<file path="src/rtl/idu_pipe.sv">
// idu_pipe: RV32I decode stage, combinational decode of i_in_inst into a BUF_DEPTH-entry bundle FIFO.
// Latency: instruction accepted at edge N is at the FIFO head after edge N (out_valid at N+1 if empty).
// Backpressure: o_in_ready = !full; a same-cycle pop never frees a slot for that cycle's push.
module idu_pipe #(
    parameter int XLEN      = 32,
    parameter int BUF_DEPTH = 2,
    parameter bit RV32E     = 1'b0
) (
    input  logic            i_clk,
    input  logic            i_rst_n,
    input  logic            i_in_valid,
    output logic            o_in_ready,
    input  logic [31:0]     i_in_inst,
    input  logic [XLEN-1:0] i_in_pc,
    input  logic            i_flush,
    output logic            o_out_valid,
    input  logic            i_out_ready,
    output logic [XLEN-1:0] o_out_pc,
    output logic [4:0]      o_out_rs1,
    output logic [4:0]      o_out_rs2,
    output logic [4:0]      o_out_rd,
    output logic [31:0]     o_out_imm,
    output logic [3:0]      o_out_alu_op,
    output logic [1:0]      o_out_rdregsrc,
    output logic            o_out_alusrc1,
    output logic            o_out_alusrc2,
    output logic            o_out_jump,
    output logic            o_out_branch,
    output logic            o_out_mem_ren,
    output logic            o_out_mem_wen,
    output logic [2:0]      o_out_funct3,
    output logic            o_out_ebreak,
    output logic            o_out_illegal,
    output logic [31:0]     o_dec_cnt
);

    typedef struct packed {
        logic [XLEN-1:0] pc;
        logic [4:0]      rs1;
        logic [4:0]      rs2;
        logic [4:0]      rd;
        logic [31:0]     imm;
        logic [3:0]      alu_op;
        logic [1:0]      rdregsrc;
        logic            alusrc1;
        logic            alusrc2;
        logic            jump;
        logic            branch;
        logic            mem_ren;
        logic            mem_wen;
        logic [2:0]      funct3;
        logic            ebreak;
        logic            illegal;
    } dec_t;

    localparam logic [6:0] OPC_LUI = 7'b0110111, OPC_AUIPC = 7'b0010111, OPC_JAL  = 7'b1101111,
                           OPC_JALR = 7'b1100111, OPC_BR   = 7'b1100011, OPC_LD   = 7'b0000011,
                           OPC_ST  = 7'b0100011, OPC_IMM   = 7'b0010011, OPC_OP   = 7'b0110011,
                           OPC_FENCE = 7'b0001111, OPC_SYS = 7'b1110011;
    localparam logic [3:0] ALU_ADD = 4'd0, ALU_SUB = 4'd1, ALU_SLL = 4'd2, ALU_SLT = 4'd3,
                           ALU_SLTU = 4'd4, ALU_XOR = 4'd5, ALU_SRL = 4'd6, ALU_SRA = 4'd7,
                           ALU_OR = 4'd8, ALU_AND = 4'd9, ALU_PASSB = 4'd10;
    localparam logic [1:0] RS_ALU = 2'd0, RS_MEM = 2'd1, RS_SNPC = 2'd2, RS_NONE = 2'd3;
    localparam logic [31:0] INST_ECALL = 32'h0000_0073, INST_EBREAK = 32'h0010_0073;

    localparam int          PW       = $clog2(BUF_DEPTH);
    localparam logic [PW:0] FULL_CNT = (PW+1)'(BUF_DEPTH);
    localparam logic [PW:0] CNT_ONE  = (PW+1)'(1);
    localparam logic [PW-1:0] PTR_ONE = PW'(1);

    // funct3 -> ALU op; alt selects SUB (R-type only) or SRA
    function automatic logic [3:0] f_alu(input logic [2:0] f3, input logic alt_sub, input logic alt_sra);
        case (f3)
            3'd0: f_alu = alt_sub ? ALU_SUB : ALU_ADD;
            3'd1: f_alu = ALU_SLL;
            3'd2: f_alu = ALU_SLT;
            3'd3: f_alu = ALU_SLTU;
            3'd4: f_alu = ALU_XOR;
            3'd5: f_alu = alt_sra ? ALU_SRA : ALU_SRL;
            3'd6: f_alu = ALU_OR;
            3'd7: f_alu = ALU_AND;
        endcase
    endfunction

    logic [6:0]  w_opc, w_f7;
    logic [2:0]  w_f3;
    logic [31:0] w_imm_i, w_imm_s, w_imm_b, w_imm_u, w_imm_j;
    logic        w_use_rs1, w_use_rs2, w_use_rd, w_bad;
    dec_t        w_dec, w_head;

    assign w_opc   = i_in_inst[6:0];
    assign w_f3    = i_in_inst[14:12];
    assign w_f7    = i_in_inst[31:25];
    assign w_imm_i = {{20{i_in_inst[31]}}, i_in_inst[31:20]};
    assign w_imm_s = {{20{i_in_inst[31]}}, i_in_inst[31:25], i_in_inst[11:7]};
    assign w_imm_b = {{19{i_in_inst[31]}}, i_in_inst[31], i_in_inst[7], i_in_inst[30:25], i_in_inst[11:8], 1'b0};
    assign w_imm_u = {i_in_inst[31:12], 12'b0};
    assign w_imm_j = {{11{i_in_inst[31]}}, i_in_inst[31], i_in_inst[19:12], i_in_inst[20], i_in_inst[30:21], 1'b0};

    // Combinational decode; illegal instructions collapse to a side-effect-free bundle
    always_comb begin
        w_dec          = '0;
        w_dec.pc       = i_in_pc;
        w_dec.rs1      = i_in_inst[19:15];
        w_dec.rs2      = i_in_inst[24:20];
        w_dec.rd       = i_in_inst[11:7];
        w_dec.funct3   = w_f3;
        w_dec.alu_op   = ALU_ADD;
        w_dec.rdregsrc = RS_NONE;
        w_use_rs1      = 1'b0;
        w_use_rs2      = 1'b0;
        w_use_rd       = 1'b0;
        w_bad          = 1'b0;
        case (w_opc)
            OPC_LUI: begin
                w_dec.imm = w_imm_u; w_dec.alusrc2 = 1'b1; w_dec.alu_op = ALU_PASSB;
                w_dec.rs1 = 5'd0; w_dec.rdregsrc = RS_ALU; w_use_rd = 1'b1;
            end
            OPC_AUIPC: begin
                w_dec.imm = w_imm_u; w_dec.alusrc1 = 1'b1; w_dec.alusrc2 = 1'b1;
                w_dec.rdregsrc = RS_ALU; w_use_rd = 1'b1;
            end
            OPC_JAL: begin
                w_dec.imm = w_imm_j; w_dec.alusrc1 = 1'b1; w_dec.alusrc2 = 1'b1;
                w_dec.jump = 1'b1; w_dec.rdregsrc = RS_SNPC; w_use_rd = 1'b1;
            end
            OPC_JALR: begin
                w_dec.imm = w_imm_i; w_dec.alusrc2 = 1'b1; w_dec.jump = 1'b1;
                w_dec.rdregsrc = RS_SNPC; w_use_rs1 = 1'b1; w_use_rd = 1'b1;
                w_bad = (w_f3 != 3'd0);
            end
            OPC_BR: begin
                w_dec.imm = w_imm_b; w_dec.alu_op = ALU_SUB; w_dec.branch = 1'b1; w_dec.rd = 5'd0;
                w_use_rs1 = 1'b1; w_use_rs2 = 1'b1;
                w_bad = (w_f3 == 3'd2) || (w_f3 == 3'd3);
            end
            OPC_LD: begin
                w_dec.imm = w_imm_i; w_dec.alusrc2 = 1'b1; w_dec.mem_ren = 1'b1;
                w_dec.rdregsrc = RS_MEM; w_use_rs1 = 1'b1; w_use_rd = 1'b1;
                w_bad = (w_f3 == 3'd3) || (w_f3 >= 3'd6);
            end
            OPC_ST: begin
                w_dec.imm = w_imm_s; w_dec.alusrc2 = 1'b1; w_dec.mem_wen = 1'b1; w_dec.rd = 5'd0;
                w_use_rs1 = 1'b1; w_use_rs2 = 1'b1;
                w_bad = (w_f3 >= 3'd3);
            end
            OPC_IMM: begin
                w_dec.imm = w_imm_i; w_dec.alusrc2 = 1'b1; w_dec.alu_op = f_alu(w_f3, 1'b0, i_in_inst[30]);
                w_dec.rdregsrc = RS_ALU; w_use_rs1 = 1'b1; w_use_rd = 1'b1;
                w_bad = ((w_f3 == 3'd1) && (w_f7 != 7'b0000000)) ||
                        ((w_f3 == 3'd5) && (w_f7 != 7'b0000000) && (w_f7 != 7'b0100000));
            end
            OPC_OP: begin
                w_dec.alu_op = f_alu(w_f3, i_in_inst[30], i_in_inst[30]);
                w_dec.rdregsrc = RS_ALU; w_use_rs1 = 1'b1; w_use_rs2 = 1'b1; w_use_rd = 1'b1;
                w_bad = !((w_f7 == 7'b0000000) ||
                          ((w_f7 == 7'b0100000) && ((w_f3 == 3'd0) || (w_f3 == 3'd5))));
            end
            OPC_FENCE: w_bad = (w_f3 != 3'd0);
            OPC_SYS: begin
                if (i_in_inst == INST_EBREAK) begin
                    w_dec.ebreak = 1'b1; w_dec.rs1 = 5'd0; w_dec.rd = 5'd10;
                end else begin
                    w_bad = (i_in_inst != INST_ECALL);
                end
            end
            default: w_bad = 1'b1;
        endcase
        if (w_dec.rd == 5'd0) w_dec.rdregsrc = RS_NONE;
        if (RV32E && ((w_use_rs1 && w_dec.rs1[4]) || (w_use_rs2 && w_dec.rs2[4]) || (w_use_rd && w_dec.rd[4])))
            w_bad = 1'b1;
        if (w_bad) begin
            w_dec          = '0;
            w_dec.pc       = i_in_pc;
            w_dec.rs1      = i_in_inst[19:15];
            w_dec.rs2      = i_in_inst[24:20];
            w_dec.funct3   = w_f3;
            w_dec.rdregsrc = RS_NONE;
            w_dec.illegal  = 1'b1;
        end
    end

    dec_t          r_mem [BUF_DEPTH];
    logic [PW-1:0] r_wptr, r_rptr;
    logic [PW:0]   r_count;
    logic [31:0]   r_dec_cnt;
    logic          w_full, w_push, w_pop;

    assign w_full = (r_count == FULL_CNT);
    assign w_push = i_in_valid && !w_full && !i_flush;
    assign w_pop  = (r_count != '0) && i_out_ready && !i_flush;

    // FIFO pointers, occupancy and pop counter; reset beats flush, flush drops push and pop
    always_ff @(posedge i_clk) begin
        if (!i_rst_n) begin
            r_wptr <= '0; r_rptr <= '0; r_count <= '0; r_dec_cnt <= '0;
        end else if (i_flush) begin
            r_wptr <= '0; r_rptr <= '0; r_count <= '0;
        end else begin
            if (w_push) r_wptr <= r_wptr + PTR_ONE;
            if (w_pop) begin
                r_rptr    <= r_rptr + PTR_ONE;
                r_dec_cnt <= r_dec_cnt + 32'd1;
            end
            case ({w_push, w_pop})
                2'b10:   r_count <= r_count + CNT_ONE;
                2'b01:   r_count <= r_count - CNT_ONE;
                default: r_count <= r_count;
            endcase
        end
    end

    // Bundle storage; contents are don't-care until pushed, so no reset
    always_ff @(posedge i_clk) begin
        if (i_rst_n && w_push) r_mem[r_rptr == r_rptr ? r_wptr : r_wptr] <= w_dec;
    end

    // Head is the oldest entry, or an idle no-write bundle when empty
    always_comb begin
        w_head          = '0;
        w_head.rdregsrc = RS_NONE;
        if (r_count != '0) w_head = r_mem[r_rptr];
    end

    assign o_in_ready     = !w_full;
    assign o_out_valid    = (r_count != '0);
    assign o_out_pc       = w_head.pc;
    assign o_out_rs1      = w_head.rs1;
    assign o_out_rs2      = w_head.rs2;
    assign o_out_rd       = w_head.rd;
    assign o_out_imm      = w_head.imm;
    assign o_out_alu_op   = w_head.alu_op;
    assign o_out_rdregsrc = w_head.rdregsrc;
    assign o_out_alusrc1  = w_head.alusrc1;
    assign o_out_alusrc2  = w_head.alusrc2;
    assign o_out_jump     = w_head.jump;
    assign o_out_branch   = w_head.branch;
    assign o_out_mem_ren  = w_head.mem_ren;
    assign o_out_mem_wen  = w_head.mem_wen;
    assign o_out_funct3   = w_head.funct3;
    assign o_out_ebreak   = w_head.ebreak;
    assign o_out_illegal  = w_head.illegal;
    assign o_dec_cnt      = r_dec_cnt;

endmodule
</file>
<file path="config.mk">
export PLATFORM = sky130hd
export DESIGN_NAME = idu_pipe
export DESIGN_NICKNAME = d
export VERILOG_FILES = /design/src/rtl/idu_pipe.sv
export SDC_FILE = /design/constraint.sdc
export NUM_CORES = 1
export LEC_CHECK = 0
export ABC_AREA = 1
export BUFFER_PORTS_ARGS = -buffer_cell sky130_fd_sc_hd__buf_2
export CAP_MARGIN = 20
export CORE_ASPECT_RATIO = 2
export CORE_UTILIZATION = 37
export DETAILED_ROUTE_END_ITERATION = 12
export HOLD_SLACK_MARGIN = 0.05
export PLACE_DENSITY = 0.65
export SLEW_MARGIN = 20
export SYNTH_ARGS = -nofsm -noshare
export SYNTH_HDL_FRONTEND = slang
export SYNTH_SLANG_ARGS = --single-unit
</file>
<file path="constraint.sdc">
create_clock -name i_clk -period 11.1 [get_ports i_clk]
set_clock_uncertainty 0.1 [all_clocks]
set_input_delay 2.22 -clock i_clk [delete_from_list [all_inputs] [get_ports i_clk]]
set_output_delay 2.22 -clock i_clk [all_outputs]
set_load 0.02 [all_outputs]
</file>
### After elaboration in Yosys (flattened, before gate mapping)

Memories as Yosys holds them, arrays and structs flattened. A register that Yosys moved wholly into a read port is not among the register bits.
Cells that the tools add are included.

| word-level totals | value |
|---|---|
| memory bits (writable) | 192 |
| memories | 1 |
| flip-flop bits (word level) | 36 |
| output and inout bits | 130 |

Memories:

| memory | depth | bits a word | rd ports | clocked after Yosys merged registers in | write ports | line | source |
|---|---|---|---|---|---|---|---|
| r_mem | 2 | 96 | 1 | 1 | 1 | 183 | `dec_t r_mem [BUF_DEPTH];` |

| cells by class | value |
|---|---|
| reduce and logical (&&, ||, !) cells | 35 |
| $lt $le $gt $ge | 2 |
| mux-type cells | 29 |
| bitwise operators | 2 |
| equality and inequality tests | 25 |
| add/sub/neg operators | 5 |

Operator list:

| kind | count |
|---|---|
| 32-bit one-hot mux with 5 select lines | 1 |
| 96-bit 2-to-1 mux | 1 |
| 64-bit 2-to-1 mux | 1 |
| 4-bit one-hot mux with 8 select lines | 2 |
| 32-bit by 1-bit adder with 32-bit output, second input constant | 1 |
| 32-bit by 21-bit equality test with 1-bit output, second input constant | 1 |
| 32-bit by 7-bit != test with 1-bit output, second input constant | 1 |
| 7-bit by 6-bit equality test with 1-bit output, second input constant | 4 |
| 7-bit equality test, second input constant | 4 |
| 5-bit one-hot mux with 2 select lines | 2 |
| 4-bit one-hot mux with 4 select lines | 1 |
| 1-bit 2-to-1 mux | 15 |
| 7-bit by 5-bit equality test with 1-bit output, second input constant | 2 |
| 3-bit equality test, second input constant | 4 |
| 2-bit OR reduction | 6 |
| 5-bit 2-to-1 mux | 2 |
| 1-bit logical AND | 9 |
| 1-bit one-hot mux with 8 select lines | 1 |
| 7-bit by 2-bit equality test with 1-bit output, second input constant | 1 |
| 7-bit by 4-bit equality test with 1-bit output, second input constant | 1 |
| 7-bit zero test | 1 |
| 7-bit by 6-bit != test with 1-bit output, second input constant | 1 |
| 7-bit nonzero test | 1 |
| 7-bit OR reduction | 1 |
| 22 further kinds | 34 |

### Depth between registers and ports, before layout

Gate-level depths: netlist of the first run.

| logic depth | value |
|---|---|
| depth in word-level cells | 7 |
| mapped depth | 12 |
| gate-level depth less buffers | 12 |

### Worst setup path before layout of the first run

Ideal clock, no wire load.

| path | value |
|---|---|
| kind | input -> register |
| from | in i_rst_n |
| to | mem r_mem[0][0] (netlist name), enable pin |
| arrival time | 9.162 ns |
| stages on the path | 4 |
| setup slack | 1.169 ns |
| required time | 10.331 ns |
| path buffers | 0 |
| library setup time | 0.669 ns |
| cells stage by stage | clkinv_1 -> nor2_1 -> inv_1 -> nor3_1 |

| on the way | value |
|---|---|
| word-level cells in the longest chain between the ends | 3 |

RTL lines:

| element | line | source |
|---|---|---|
| start, declared | 10 | `input logic i_rst_n,` |
| 1-bit logical AND | 215 | `if (i_rst_n && w_push) r_mem[r_rptr == r_rptr ? r_wptr : r_wptr] <= w_dec;` |
| 1-bit 2-to-1 mux (2 in series) | 215 |  |
| end, declared | 183 |  |

Every way passes these cells.

==> results.py, run 1 <==
metrics = {
    "run_status": {
        "status": "completed",
    },
    "timing": {
        "setup_violations": 0,
        "tightest_slew_ps": 972,
        "fin_crit_sh": 0.481,
        "min_period_ps": 5340,
        "hold_violations": 0,
        "setup_slack_ps": 5760,
        "fmax_mhz": 187,
        "tns_ps": 0,
        "slew-limit-headroom": 0.352,
        "grt_setup_unrepaired": "false",
        "finalMaxSlewViolations": 0,
    },
    "synthesis": {
        "yosys_register_bits": 229,
        "ys_seq_area_frac": 0.606,
        "syn_nets": 1242,
        "syn-instance-count": 1171,
        "synth_warnings": 0,
        "syn_area_mm2": 0.0107,
        "yosys.cell_types.count": 31,
        "synth.avg_cell_area_um2": 9.17,
    },
    "detailed_routing": {
        "wire_per_inst_um": 18.0,
        "drc": 0,
        "wirelength_mm": 31.1,
        "vias": 8808,
        "drt_iter0_drc": 430,
        "drtPass1Iterations": 5,
        "ant_nets": 0,
        "avgViaCountPerCell": 5.10,
    },
    "clock_tree": {
        "max-clock-path-buffers": 3,
        "hold_buffers": 0,
        "clk_pin_slew_ps": 60,
        "cts_buffers": 23,
        "cts_root_buffer": "clkbuf_16",
        "clock-sinks": 229,
        "post_cts_buffers": 0,
        "cts_resized": 0,
        "clk_latency_ps": 520,
        "htree_levels": 1,
        "cts_tree": "yes",
    },
    "global_routing": {
        "overflow": 0,
        "antenna_found_initial": 1,
        "grt_pass1_wl_mm": 46.4,
        "grt_max_degree": 79,
        "grtUsageTotal": 0.208,
        "grt_pass1_vias": 8723,
    },
    "worst_setup_path": {
        "r2r-end": "r_count[1]$_SDFFE_PP0P_",
        "rr_startpoint": "r_count[0]$_SDFFE_PP0P_",
        "cp.arrival_ps": 3020,
        "slowest_delay_ps": 710,
        "crit_chain": "clkinv_2 -> buf_4 -> nand2_1 -> a21oi_1 -> buf_2",
        "rrSetupSlack_ps": 8520,
        "crit_path_start_kind": "register",
        "crit_type": "reg -> out",
        "r2r.worst_path.cells": 9,
        "endpoint_kind": "primary output",
        "slowest_stage": "clkinv_2",
        "crit_fanout": 53,
        "cp_data_required_time_ps": 8780,
    },
    "floorplanning": {
        "start_util": 0.378,
        "fp.dieArea_mm2": 0.0297,
        "core.rowCount": 87,
        "coreArea_mm2": 0.0284,
        "pin_count": 199,
        "fp.dieH_um": 243,
        "die_x_um": 122,
    },
    "flow_run": {
        "cap_violations": 0,
    },
    "finish": {
        "area_growth_pct": 18.9,
        "n_antenna_cell": 0,
        "drive_gt1_frac": 0.221,
        "final_nets": 1427,
    },
    "placed_design": {
        "post-place-ws_ps": 6190,
        "hpwl_mm": 22.0,
        "place_congestion": 0.969,
        "port_buffers": 198,
    },
    "power": {
        "power.leakage_nw": 5.05,
        "cellPowerDensity_mw_per_mm2": 143,
        "ir_drop_mv": 0.125,
    },
    "hold_path": {
        "worstHoldStart": "r_rptr$_SDFFE_PP0P_",
        "holdPathStages": 2,
        "hold_class": "reg -> reg",
    },
}
-- state kept, by name (all words and copies together) (netlist names), named ones only --
name,count
r_mem,192
r_rptr,1
o_dec_cnt,32
r_wptr,1
r_count,2
-- cells in the mapped netlist --
master	count	area (um2)
nand2_1	394	1480
edfxtp_1	192	5770
a21oi_1	138	691
nor2_1	130	488
inv_1	73	274
dfxtp_1	37	741
nor3_1	31	155
clkbuf_1	30	113
nor3_2	30	300
nand3_1	28	140
o21ai_0	15	75.1
inv_2	10	37.5
buf_6	8	90.1
nand2_2	6	37.5
a22oi_1	5	37.5
buf_1	5	18.8
buf_2	4	20.0
clkinv_1	4	15.0
nand3_2	4	40.0
nand3b_1	4	30.0
xor2_1	4	35.0
nor2_2	3	18.8
o21a_1	3	22.5
ha_1	2	25.0
nand4_1	2	12.5
nor2_4	2	22.5
nor3b_1	2	15.0
xnor2_1	2	17.5
a31oi_1	1	6.26
o211ai_1	1	7.51
o22ai_1	1	6.26
-- placed cells by master (no fill, tap or decap), drive strengths merged --
cell type,instances
nand4,2
nor3,61
dfxtp,37
buf,207
clkbuf,32
nor2,135
o211ai,1
a21oi,138
ha,2
o22ai,1
nand2,400
clkinv,10
nand3b,4
clkinvlp,2
o21ai,15
edfxtp,192
a31oi,1
xnor2,2
nand3,32
a22oi,5
bufinv,1
nor3b,2
o21a,3
xor2,4
inv,83
-- power breakdown --
| part | switching [mW] | internal, mW | total [mW] |
|---|---|---|---|
| Clock | 0.326 | 0.437 | 0.763 |
| Sequential | 0.00478 | 0.944 | 0.949 |
| Combinational | 0.0855 | 0.0329 | 0.118 |
| Total | 0.416 | 1.41 | 1.83 |
-- per-stage QoR --
stage | hold WS [ps] | utilization | area (um2) | power (mW) | cells
after floorplan | 360 | - | 10700 | 1.04 | 1171
after global placement | 371 | 0.423 | 12000 | 1.09 | 1687
after detailed placement | 379 | 0.423 | 12000 | 1.09 | 1687
after CTS | 395 | 0.449 | 12800 | 1.85 | 1728
after global routing | 421 | 0.449 | 12800 | 1.89 | 1728
final | 392 | 0.449 | 12800 | 1.83 | 1728
-- layout make-up --
cell class              count  area, um2
repair buffers            207       1060
clock buffers              32        651
well taps                 356        445
fillers                  2755      15600
inverters                  87        329
clock inverters             9       93.8
multi-input cells         808       3670
flip-flops and latches    229       6510
-- worst max-delay path, delay by kind of cell, from the launching register on --
family | cells | cell delay, ps
buf+inv | 3 | 1510
flops | 1 | 700
simple gates | 1 | 130
compound gates | 1 | 100
-- metal layers --
layer	routed length, um	track usage
met1	10200	0.192
met2	17400	0.411
met3	1500	0.0282
met4	1960	0.125
met5	13	0
-- how the worst max path moves through the flow --
| stage | start | endpoint | slack [ps] | cells after the start |
|---|---|---|---|---|
| final | register | o_out_pc[20] | 5760 | 5 |
| after global routing | register | o_out_imm[14] | 5510 | 5 |
| after CTS | register | o_out_imm[11] | 5670 | 5 |
| after detailed placement | i_rst_n | r_mem[1][78]$_DFFE_PP_ | 6190 | 6 |
| after global placement | i_rst_n | r_mem[1][76]$_DFFE_PP_ | 6220 | 6 |
| after floorplan | i_rst_n | r_mem[0][0]$_DFFE_PP_ | 1170 | 4 |
-- kinds of logic (layout without fill, tap and decap cells) --
kind of cell / count (synthesis) / count (layout) / share of synthesized area
AND/OR/NAND/NOR: 636 / 636 / 0.255
AO/OA/AOI/OAI: 164 / 164 / 0.0788
XOR/XNOR: 6 / 6 / 0.00489
flip-flops: 229 / 229 / 0.606
buffers and inverters: 134 / 335 / 0.0529
adder cells (fa/ha/maj): 2 / 2 / 0.00233
Note: power is estimated with default switching activity, not from simulation.
==> run 2: changes to the inputs <==
--- a/config.mk
+++ b/config.mk
@@ -5,7 +5,7 @@
 export SDC_FILE = /design/constraint.sdc
 export NUM_CORES = 1
 export LEC_CHECK = 0
-export ABC_AREA = 1
+export ABC_AREA = 0
 export BUFFER_PORTS_ARGS = -buffer_cell sky130_fd_sc_hd__buf_2
 export CAP_MARGIN = 20
 export CORE_ASPECT_RATIO = 2
==> constraint.sdc (replaced) <==
create_clock -name i_clk -period 5.15 [get_ports i_clk]
set_clock_uncertainty 0.1 [all_clocks]
set_input_delay 1.03 -clock i_clk [delete_from_list [all_inputs] [get_ports i_clk]]
set_output_delay 1.03 -clock i_clk [all_outputs]
set_load 0.02 [all_outputs]
==> results.py, run 2 <==
metrics = {
    "run_status": {
        "status": "completed",
    },
    "detailed_routing": {
        "vias": 7207,
        "wirelength_mm": 27.0,
        "avgViaCountPerCell": 5.30,
        "drc": 0,
        "wire_per_inst_um": 19.9,
        "ant_nets": 0,
        "drtPass1Iterations": 5,
        "drt_iter0_drc": 385,
    },
    "timing": {
        "fin_crit_sh": 0.669,
        "tns_ps": 0,
        "setup_slack_ps": 1700,
        "hold_violations": 0,
        "tightest_slew_ps": 1050,
        "fmax_mhz": 290,
        "grt_setup_unrepaired": "false",
        "min_period_ps": 3450,
        "setup_violations": 0,
        "finalMaxSlewViolations": 0,
        "slew-limit-headroom": 0.303,
    },
    "clock_tree": {
        "clk_latency_ps": 510,
        "hold_buffers": 0,
        "clock-sinks": 229,
        "cts_resized": 0,
        "post_cts_buffers": 0,
        "cts_root_buffer": "clkbuf_16",
        "cts_tree": "yes",
        "max-clock-path-buffers": 3,
        "htree_levels": 1,
        "cts_buffers": 22,
        "clk_pin_slew_ps": 70,
    },
    "finish": {
        "fill_cells": 2493,
        "largest_reg_flops": 192,
        "drive_gt1_frac": 0.265,
        "fin_cells": 1360,
        "final_util": 0.456,
        "top_register": "r_mem",
        "fin_area_mm2": 0.0123,
        "area_growth_pct": 21.3,
        "final_common_cell": "buf_2",
        "final_cell_mix": "198 x buf_2, 192 x edfxtp_1, 129 x nor2_1",
        "final_nets": 1066,
    },
    "synthesis": {
        "synth_xor_area_frac": 0.0208,
        "synthArstFlopShare": 0,
        "yosysMostFrequentCell": "edfxtp_1",
        "syn_nets": 881,
        "ys_seq_area_frac": 0.643,
        "synth_compound_area_frac": 0.0548,
        "synth_top_family_by_area": "simple AND/OR/NAND/NOR gates",
        "synthAdderAreaFrac": 0.00247,
        "synthTopCellsByCount": "192 x edfxtp_1, 130 x nor2_1, 97 x mux2i_1",
        "synth_warnings": 0,
        "synth.avg_cell_area_um2": 12.5,
        "synth_flop_cell": "edfxtp_1",
        "syn_area_mm2": 0.0101,
        "yosys.cell_types.count": 60,
        "yosysTopAreaCell": "edfxtp_1",
        "yosys_register_bits": 229,
        "synthSimpleGateAreaFrac": 0.157,
        "synthMuxAreaShare": 0.0959,
        "synth_area_leaders": "edfxtp_1 57%, mux2i_1 9.6%, dfxtp_1 7.3%",
        "syn-instance-count": 810,
        "synth_edf_count": 192,
        "yosysTopAreaCellShare": 0.570,
    },
    "floorplanning": {
        "fp.dieArea_mm2": 0.0281,
        "core.rowCount": 85,
        "fp.dieH_um": 236,
        "die_x_um": 119,
        "coreArea_mm2": 0.0269,
        "pin_count": 199,
        "start_util": 0.376,
    },
    "placed_design": {
        "placed_cells": 1319,
        "port_buffers": 198,
        "place_congestion": 0.911,
        "hpwl_mm": 19.4,
        "post-place-ws_ps": 1330,
        "placed_cell_area_mm2": 0.0115,
    },
    "power": {
        "power.leakage_nw": 4.22,
        "ir_drop_mv": 0.233,
        "cellPowerDensity_mw_per_mm2": 330,
    },
    "global_routing": {
        "grt_max_degree": 96,
        "antenna_found_initial": 1,
        "grtUsageTotal": 0.191,
        "grt_pass1_vias": 7043,
        "overflow": 0,
        "grt_pass1_wl_mm": 40.6,
    },
    "worst_setup_path": {
        "crit_path_start_kind": "register",
        "crit_type": "reg -> out",
        "crit_fanout": 27,
        "cp.arrival_ps": 2320,
        "cp_data_required_time_ps": 4020,
        "endpoint_kind": "primary output",
    },
    "flow_run": {
        "cap_violations": 0,
    },
    "hold_path": {
        "hold_class": "reg -> reg",
    },
}
==> run 2: changes by cell type in the layout (fill, tap and decap cells not counted), moves of 8 or more <==
cell      delta
a211oi_1    +15
a21oi_1    -102
and3_1       +8
inv_1       -64
inv_2       -10
mux2i_1     +97
nand2_1    -360
nand4_1     +12
nor3_2      -32
or3_1       +11
xor2_1      +13
==> run 2: path summary, 6_finish.rpt <==
kind,from,end,slack (ps),depth (start not counted)
setup / recovery,register,o_out_imm[30],1700,4
hold / removal,o_dec_cnt[31]$_SDFFE_PN0P_,o_dec_cnt[31]$_SDFFE_PN0P_,390,2
setup reg to reg,r_count[0]$_SDFFE_PP0P_,r_mem[0][67]$_DFFE_PP_,2690,4
hold reg to reg,o_dec_cnt[31]$_SDFFE_PN0P_,o_dec_cnt[31]$_SDFFE_PN0P_,390,2
==> run 2: cells by family after synthesis <==
group,after synthesis
and+or+nand+nor,310
DFF,229
muxes,97
AOI/OAI and AO/OA,90
buffers and inverters,58
xor gates and xnor gates,24
adders and majority gates,2
==> run 2: power breakdown <==
part	switching [mW]	total, mW	internal, mW
combinational	0.186	0.270	0.0840
sequential	0.0108	2.05	2.03
clock	0.674	1.74	1.07
==> run 2: cell type report <==
cell class / instances / area, um2 / area share
sequential: 229 / 6510 / 0.530
inverter: 8 / 30.0 / 0.00245
timing repair buffer: 211 / 1130 / 0.0919
clock buffer: 26 / 587 / 0.0478
tap: 348 / 435 / 0.0355
clock inverter: 14 / 201 / 0.0164
antenna: 1 / 2.50 / 0.000204
multi-input combinational: 523 / 3380 / 0.276
==> run 2: per-layer routing <==
metal	vias up	wire length, um	global-route usage	share of wire
met5	-	0	0	0
met4	0	1380	0.108	0.051
met3	66	1210	0.0225	0.045
met2	250	15100	0.368	0.56
met1	3513	9270	0.195	0.34
li1	3378	-	-	-
==> run 2: critical path, cell delays in order (launching register included) <==
cell and delay [ps]:
dfxtp_4 640, buf_4 510, mux2i_1 360, nor2_1 60, buf_2 200
==> run 2: metrics by stage <==
step	power (mW)	hold WS [ps]
after global routing	4.19	405
after global placement	2.35	367
final	4.06	386
after floorplan	2.24	372
after detailed placement	2.36	380
after CTS	4.10	389
==> run 3: changes to the inputs <==
==> constraint.sdc (replaced) <==
create_clock -name i_clk -period 3.4 [get_ports i_clk]
set_clock_uncertainty 0.1 [all_clocks]
set_input_delay 0.68 -clock i_clk [delete_from_list [all_inputs] [get_ports i_clk]]
set_output_delay 0.68 -clock i_clk [all_outputs]
set_load 0.02 [all_outputs]
==> results.py, run 3 (synthesized netlist as in run 2, its figures left out) <==
metrics = {
    "clock_tree": {
        "cts_root_buffer": "clkbuf_16",
        "cts_tree": "yes",
        "cts_buffers": 22,
        "post_cts_buffers": 0,
        "clk_latency_ps": 510,
        "max-clock-path-buffers": 3,
        "hold_buffers": 0,
        "cts_resized": 0,
        "htree_levels": 1,
        "clock-sinks": 229,
        "clk_pin_slew_ps": 60,
    },
    "global_routing": {
        "antenna_found_initial": 2,
        "grt_pass1_wl_mm": 39.8,
        "grtUsageTotal": 0.188,
        "grt_util_met2": 0.370,
        "globalRouteMet1Util": 0.179,
        "use_met3": 0.0249,
        "grt_pass1_vias": 7164,
        "overflow": 0,
        "grt_busiest_layer": "met2",
        "grt_max_degree": 96,
    },
    "floorplanning": {
        "start_util": 0.376,
        "die_x_um": 119,
        "coreArea_mm2": 0.0269,
        "core.rowCount": 85,
        "fp.dieArea_mm2": 0.0281,
        "pin_count": 199,
        "fp.dieH_um": 236,
    },
    "timing": {
        "grt_setup_unrepaired": "false",
        "fmax_mhz": 345,
        "finalMaxSlewViolations": 0,
        "setup_violations": 0,
        "tightest_slew_ps": 973,
        "fin_crit_sh": 0.853,
        "tns_ps": 0,
        "whs_ps": 252,
        "slew-limit-headroom": 0.350,
        "hold_violations": 0,
        "min_period_ps": 2900,
    },
    "worst_setup_path": {
        "r2r.worst_path.cells": 5,
        "r2r-end": "o_dec_cnt[30]$_SDFFE_PN0P_",
        "cp_top_family": "flip-flops",
        "rrSetupSlack_ps": 940,
        "cp_data_required_time_ps": 2620,
        "crit_type": "reg -> out",
        "slowest_stage": "dfxtp_4",
        "endpoint_kind": "primary output",
        "crit_fanout": 33,
        "path_depth": 4,
        "crit_chain": "buf_12 -> mux2i_1 -> nor2_1 -> buf_2",
        "crit_path_start_kind": "register",
        "slowest_delay_ps": 730,
        "crit_end": "o_out_illegal",
        "rr_startpoint": "o_dec_cnt[4]$_SDFFE_PN0P_",
        "critPathBufInv": 2,
        "cp.arrival_ps": 2120,
    },
    "finish": {
        "top_register": "r_mem",
        "final_common_cell": "buf_2",
        "final_nets": 1083,
        "area_growth_pct": 22.1,
        "fill_cells": 2484,
        "fin_cells": 1377,
        "largest_reg_flops": 192,
        "drive_gt1_frac": 0.272,
        "final_cell_mix": "198 x buf_2, 192 x edfxtp_1, 129 x nor2_1",
    },
    "placed_design": {
        "hpwl_mm": 19.7,
        "placed_cells": 1336,
        "place_congestion": 0.879,
        "port_buffers": 198,
    },
    "detailed_routing": {
        "wirelength_mm": 26.7,
        "wire_per_inst_um": 19.4,
        "drc": 0,
        "drt_iter0_drc": 300,
        "vias": 7198,
        "avgViaCountPerCell": 5.23,
        "ant_nets": 0,
        "drtPass1Iterations": 4,
    },
    "hold_path": {
        "worstHoldStart": "i_in_pc[10]",
        "hold_class": "in -> reg",
    },
    "flow_run": {
        "cap_violations": 0,
    },
    "power": {
        "power_switching_share": 0.221,
        "ir_drop_mv": 0.411,
        "power.leakage_nw": 4.27,
        "p_seq_frac": 0.537,
        "pwr-share-clk": 0.390,
        "p_sw_mw": 1.28,
        "cellPowerDensity_mw_per_mm2": 467,
        "p_int_mw": 4.49,
        "finalPower_mw": 5.77,
        "combPwrFrac": 0.072,
    },
    "run_status": {
        "status": "completed",
    },
}
-- run 3: cell types whose count changed in the layout (fill, tap and decap cells not counted), moves of 2 or more --
| cell | change |
|---|---|
| clkinv_4 | -2 |
| buf_12 | +6 |
| buf_4 | +12 |
| clkbuf_1 | +5 |
| bufinv_16 | -4 |
-- run 3: through the flow --
step / util / worst slack (ps) / area, um2
after floorplan: - / -465 / 10200
after global placement: 0.435 / 368 / 11700
after detailed placement: 0.435 / 276 / 11700
after CTS: 0.459 / 404 / 12400
after global routing: 0.459 / 321 / 12400
final: 0.459 / 498 / 12400
-- run 3: layout make-up --
class / instances / area (um2) / share of cell area
inverter: 8 / 30.0 / 0.00243
timing repair buffer: 228 / 1330 / 0.108
clock buffer: 30 / 581 / 0.0470
multi-input combinational: 523 / 3390 / 0.274
antenna: 2 / 5.00 / 0.000405
clock inverter: 9 / 76.3 / 0.00618
tap: 348 / 435 / 0.0352
sequential: 229 / 6510 / 0.527
-- run 3: how the worst min path moves through the flow --
stage,to,slack [ps],depth (start not counted)
2_1_floorplan,register,370,2
3_3_place_gp,o_dec_cnt[31]$_SDFFE_PN0P_,360,2
3_5_place_dp,o_dec_cnt[31]$_SDFFE_PN0P_,380,2
4_1_cts,r_mem[1][74]$_DFFE_PP_,220,1
5_1_grt,r_mem[0][74]$_DFFE_PP_,230,1
6_report,r_mem[1][74]$_DFFE_PP_,250,1
-- run 3: layer usage --
layer	wire (um)	up-vias
met5	0	-
met4	1550	0
met3	1070	75
met2	15300	234
met1	8810	3475
li1	-	3414
-- run 3: power groups by stage --
| stage | sequential, mW | clock, mW | combinational [mW] |
|---|---|---|---|
| global placement | 3.16 | 0 | 0.419 |
| CTS | 3.10 | 2.31 | 0.421 |
| global route | 3.10 | 2.41 | 0.446 |
| floorplan | 3.16 | 0 | 0.237 |
| detailed placement | 3.16 | 0 | 0.420 |
| finish | 3.10 | 2.25 | 0.417 |
